==> src/rtl/dca_mru_inst_queue.sv <==
// rtl/dca_mru_inst_queue.sv - MRU instruction queue feeding the DCA MRU controller
//
// Buffers full MRU instructions from the host side and presents the head
// entry to the MRU controller as a held-valid request. The controller's
// one-cycle completion pulse retires the head entry.
//
// Ports:
//   clk            clock
//   rstnn          asynchronous active-low reset
//   clear          synchronous clear of pointers, counters and flags
//   push_valid     host offers push_inst
//   push_inst      instruction to enqueue
//   push_ready     queue not full
//   mru_inst_valid head entry valid (controller request)
//   mru_inst       head entry
//   mru_inst_done  controller completion pulse, pops the head
//   count          current occupancy
//   done_count     wrapping count of retired instructions
//   drained        one-cycle pulse after a pop empties the queue
//   err_underflow  sticky: done seen while empty
//   err_overflow   sticky: push offered while full

`ifndef BW_DCA_MRU_INST
`define BW_DCA_MRU_INST 64
`endif

module dca_mru_inst_queue #(
  parameter int DEPTH       = 4,
  parameter int BW_INST     = `BW_DCA_MRU_INST,
  parameter int BW_DONE_CNT = 16
) (
  input  logic                     clk,
  input  logic                     rstnn,
  input  logic                     clear,
  input  logic                     push_valid,
  input  logic [BW_INST-1:0]       push_inst,
  output logic                     push_ready,
  output logic                     mru_inst_valid,
  output logic [BW_INST-1:0]       mru_inst,
  input  logic                     mru_inst_done,
  output logic [$clog2(DEPTH):0]   count,
  output logic [BW_DONE_CNT-1:0]   done_count,
  output logic                     drained,
  output logic                     err_underflow,
  output logic                     err_overflow
);

  localparam int PW = $clog2(DEPTH);

  typedef logic [PW:0] ptr_t;

  logic [BW_INST-1:0] mem [DEPTH];
  ptr_t               wptr;
  ptr_t               rptr;
  logic               empty;
  logic               full;
  logic               push;
  logic               pop;

  // MSB of each pointer is the wrap bit: equal low bits with differing
  // wrap bits means the writer is a full lap ahead of the reader.
  assign empty = (wptr == rptr);
  assign full  = (wptr[PW] != rptr[PW]) && (wptr[PW-1:0] == rptr[PW-1:0]);
  assign count = wptr - rptr;

  assign push = push_valid & ~full;
  assign pop  = mru_inst_done & ~empty;

  assign push_ready     = ~full;
  assign mru_inst_valid = ~empty;
  assign mru_inst       = mem[rptr[PW-1:0]];

  // Storage is not reset; stale contents are never visible because
  // mru_inst is only meaningful while mru_inst_valid is high.
  always_ff @(posedge clk) begin
    if (!clear && push) begin
      mem[wptr[PW-1:0]] <= push_inst;
    end
  end

  always_ff @(posedge clk or negedge rstnn) begin
    if (!rstnn) begin
      wptr          <= '0;
      rptr          <= '0;
      done_count    <= '0;
      drained       <= 1'b0;
      err_underflow <= 1'b0;
      err_overflow  <= 1'b0;
    end else if (clear) begin
      wptr          <= '0;
      rptr          <= '0;
      done_count    <= '0;
      drained       <= 1'b0;
      err_underflow <= 1'b0;
      err_overflow  <= 1'b0;
    end else begin
      if (push) begin
        wptr <= wptr + ptr_t'(1);
      end
      if (pop) begin
        rptr       <= rptr + ptr_t'(1);
        done_count <= done_count + BW_DONE_CNT'(1);
      end
      // A push in the same cycle refills the queue, so no drain event.
      drained <= pop & (count == ptr_t'(1)) & ~push;
      if (mru_inst_done && empty) begin
        err_underflow <= 1'b1;
      end
      if (push_valid && full) begin
        err_overflow <= 1'b1;
      end
    end
  end

endmodule

==> config.mk <==
export PLATFORM = sky130hd
export DESIGN_NAME = dca_mru_inst_queue
export DESIGN_NICKNAME = d
export VERILOG_FILES = /design/src/rtl/dca_mru_inst_queue.sv
export SDC_FILE = /design/constraint.sdc
export NUM_CORES = 1
export LEC_CHECK = 0
export CAP_MARGIN = 30
export CORE_MARGIN = 2
export CORE_UTILIZATION = 45
export DETAILED_ROUTE_END_ITERATION = 6
export GPL_TIMING_DRIVEN = 0
export PLACE_DENSITY = 0.68
export SYNTH_ARGS = -nofsm -noshare
export SYNTH_HDL_FRONTEND = slang
export SYNTH_SLANG_ARGS = --single-unit
==> constraint.sdc <==
create_clock -name clk -period 8.3 [get_ports clk]
set_input_delay 2.075 -clock clk [delete_from_list [all_inputs] [get_ports clk]]
set_output_delay 2.075 -clock clk [all_outputs]
set_load 0.05 [all_outputs]
Word level (Yosys, flattened, before mapping). Memory sizes are Yosys's and may differ from the RTL's. Index checks and enable logic that the tools add are counted.

Bits of input ports: 69. Memories: 1. Output and inout port bits: 88. Logic and storage cells: 44. Bits in read-only memories: 0. Latch bits: 0. Flip-flop bits (word level): 25. Memory bits (writable): 256.

Memories: mem (depth 4, bits a word 64, rd ports 1, clocked after Yosys merged registers in 0, wr ports 1, line 52) `logic [BW_INST-1:0] mem [DEPTH];`.

Order comparisons: 0. $mul: 0. Muxes and demuxes: 13. Reductions and logical operators: 9. Shifts and indexed selects: 0. Equal/unequal tests: 4. Bitwise operators: 7. $add $sub $neg: 4. Divide/modulo/power cells: 0.

Operators with widths (number): $mux W16 (2); $add A16 B1 Y16 const B (1); $mux W3 (4); $reduce_bool A2 Y1 (4); $mux W1 (7); $add A3 B1 Y3 const B (2); $and A1 B1 Y1 (4); $logic_and A1 B1 Y1 (4); $eq A3 B1 Y1 const B (1); $eq A3 B3 Y1 (1); $not A1 Y1 (3); $sub A3 B3 Y3 (1); $eq A2 B2 Y1 (1); $logic_not A1 Y1 (1); $ne A1 B1 Y1 (1).

Depth between registers and ports, before layout.
Word-level depth: 7. Gate-level depth with buffers: 9. Gate-level depth less buffers: 6.

Worst setup path after synthesis. No wires, ideal clock.

Kind: input port to flip-flop. Start: input push_valid. End: memory mem[0][0] (netlist name) (enable). Stages on the path: 3. Data required time: 7.871 ns. Path buffers: 0. Library setup time: 0.429 ns. Slack: 3.893 ns. Data arrival time: 3.978 ns. Cells stage by stage: o21ai_0 > nor2_1 > and2_1.

Longest elaborated chain between the ends: 4.

RTL lines: start, declared (line 35) `input logic push_valid,`; $and A1 B1 Y1 (line 66) `assign push = push_valid & ~full;`; $logic_and A1 B1 Y1 (line 76) `if (!clear && push) begin`; $mux W1 (line 76); $mux W1 (not written as such) (line 77) `mem[wptr[PW-1:0]] <= push_inst;`; end, declared (line 52).

No other way between the ends.

Worst setup path after layout.
Start: register rptr[1]. End: output mru_inst_valid.

Longest elaborated chain between the ends: 2.

RTL lines: start, declared (line 54) `ptr_t rptr;`; start signal, assigned (line 101) `rptr <= rptr + ptr_t'(1);`; $eq A3 B3 Y1 (line 62) `assign empty = (wptr == rptr);`; $not A1 Y1 (line 70) `assign mru_inst_valid = ~empty;`; end, declared (line 38) `output logic mru_inst_valid,`.

No other way between the ends.

==> impl_metrics.ini <==
[outcome]
outcome = completed

[flow_run]
maxCapViolations = 0

[placement]
portBuffers = 154
hpwl_um = 12300
gp_congestion = 0.779
place_area_sq_um = 12600

[logic_synthesis]
ys_top_cells_by_area = edfxtp_1, mux4_2, dfrtp_1
ys_seq_area_share_pct = 78.6
synth_mux_area_share_pct = 14.0
synthCells = 476
synth_compound_area_share_pct = 1.56
syn-num-nets = 554
synth_top_family_by_area = multiplexers
synth-seq-cells = 281
ys_types = 36
synth_fa_ha_area_share_pct = 1.14
syn-cell-area_sq_um = 10600
syn_area_per_cell_sq_um = 22.2
synth_xor_area_share_pct = 1.15
ys_warn_count = 0
synth_top_cell_by_area = edfxtp_1
synth_top_area_share_pct = 72.7
synthSimpleGateAreaFrac_pct = 2.44

[die]
core_area_sq_um = 23300
io_pins = 157
die_w_um = 157
std_cell_rows = 56
die_area_sq_um = 24700
initial_utilization_pct = 45.4
die_h_um = 157

[finish]
multi_input_area_sq_um = 2160
drive_above_1_share_pct = 17.3
final_cell_mix = edfxtp_1, clkdlybuf4s50_1, mux4_2, clkbuf_16, dfrtp_1
final_common_cell = edfxtp_1
regArea_sq_um = 8310
final_nets = 744
postLayoutCellArea_sq_um = 13500
diodes = 0
areaGrowthSynthToFinish_pct = 27.6
filler_cell_count = 1787

[clock_tree]
clk_latency_ns = 0.54
numCtsBuffers = 29
hold_buffers = 0
root_buffer = clkbuf_16
cts_setup_buffers = 0
cts_sinks = 281
cts_tree = done
clk_pin_slew_worst_paths_ns = 0.06
cts-htree-levels = 1
ctsResizeCount = 0
clockBufferDepth = 3

[sta]
hold_viol_final = 0
timing_worst_slew_pin_value_ns = 0.819
slew_viol_final = 0
period_needed_ns = 5.81
clock_skew_ns = 0.0236
rsz0062_at_grt = false
fin_tns_setup_ns = 0
slew_headroom_pct = 45.4
period_share_pct = 70.0
setup_violations = 0
fmax_mhz = 172

[worst_setup_path]
end_kind = output pin
worstSetupPathType = reg -> out
critPathArrivalTime_ns = 3.73
startpoint_type = flip-flop
required_ns = 6.23
cp_max_fo = 10

[global_route]
grt_max_degree = 37
grt_overflow = 0
grt_pass1_wl_um = 30800
first_global_vias = 5506
grtUsageTotal_pct = 16.2
antenna_found_initial = 0

[detailed_routing]
drt_pre_antenna_iters = 4
drtIter0Drc = 277
vias_per_cell = 5.12
drc = 0
wirelength_um = 19700
antenna_left = 0
wire_per_inst_um = 19.6
vias = 5163

[power]
vdd_drop_max_uv = 185
power.leakage_nw = 4.39
power.density_nw_per_um2 = 271

[min_path]
hp-class = reg -> reg
==> where the power goes <==
group          switching [mW]  internal, mW
registers              0.0146          1.59
clock network           0.501         0.669
logic                   0.544         0.339
total                    1.06          2.60
==> final cells by class <==
type	instances	share of cell area (%)
repair buffers	159	12.2
inverters	8	0.223
flip-flops and latches	281	61.6
clock buffers	34	5.52
plain buffers	20	0.612
multi-input cells	167	16.0
clock inverters	20	0.881
well taps	319	2.96
==> synth_stat cells, drive strengths merged <==
master / instances
a211o: 1
a211oi: 1
a21oi: 8
a31oi: 2
and2: 5
and3: 1
and4: 1
buf: 7
clkbuf: 13
dfrtp: 25
edfxtp: 256
fa: 1
ha: 8
inv: 8
mux2: 1
mux2i: 3
mux4: 64
nand2: 7
nand3: 3
nand4: 3
nand4b: 1
nor2: 18
nor2b: 1
nor3b: 1
nor4: 1
o2111ai: 1
o211ai: 4
o21ai: 7
o31ai: 3
or3: 4
or4: 4
xnor2: 6
xor2: 7
==> critical path, cell delays in order, from the launching register on <==
cell and delay, ns:
dfrtp_1 0.49, clkbuf_1 0.56, clkbuf_1 0.53, inv_1 0.09, ha_1 0.31, and2_1 0.14
clkbuf_1 0.17, nand2_1 0.10, clkdlybuf4s50_1 0.81
==> registers in the layout, indices dropped and copies added (netlist names) <==
| signal | cells |
|---|---|
| wptr | 3 |
| err_underflow | 1 |
| mem | 256 |
| done_count | 16 |
| drained | 1 |
| err_overflow | 1 |
| rptr | 3 |
==> metal layers <==
layer	track usage [%]	vias up	share of wire, %
met2	26.9	140	50
met5	0	-	0
li1	-	2352	-
met3	3.63	28	5.8
met4	4.29	0	1.8
met1	21.8	2643	42
==> logic make-up (layout without fill, tap and decap cells) <==
kind of cell    Yosys count  in the layout
flops                   281            281
mux                      68             68
simple gates             50             50
fa+ha+maj                 9              9
buf+inv                  28            241
compound gates           27             27
xor+xnor                 13             13
==> through the flow <==
stage	hold slack [ns]	util, %	cells	setup WS [ns]	power [mW]
detailed placement	0.500	54.3	954	2.93	2.53
floorplan	0.568	-	476	3.89	2.24
CTS	0.513	58.0	1008	2.36	3.71
global placement	0.478	53.8	949	2.03	2.52
global route	0.547	58.0	1008	2.21	3.80
finish	0.513	58.0	1008	2.49	3.66
==> final timing paths <==
check                               from              to  depth (start not counted)  slack [ns]
min in group asynchronous          rstnn   done_count[5]                          1        1.90
hold / removal             err_underflow   err_underflow                          2        0.51
max in group asynchronous          rstnn         rptr[1]                          2        5.94
setup / recovery                 rptr[1]  mru_inst_valid                          8        2.49
setup reg to reg                 rptr[1]      mem[0][28]                          9        4.35
hold reg to reg            err_underflow   err_underflow                          2        0.51
Note: power is estimated with default switching activity, not from simulation.
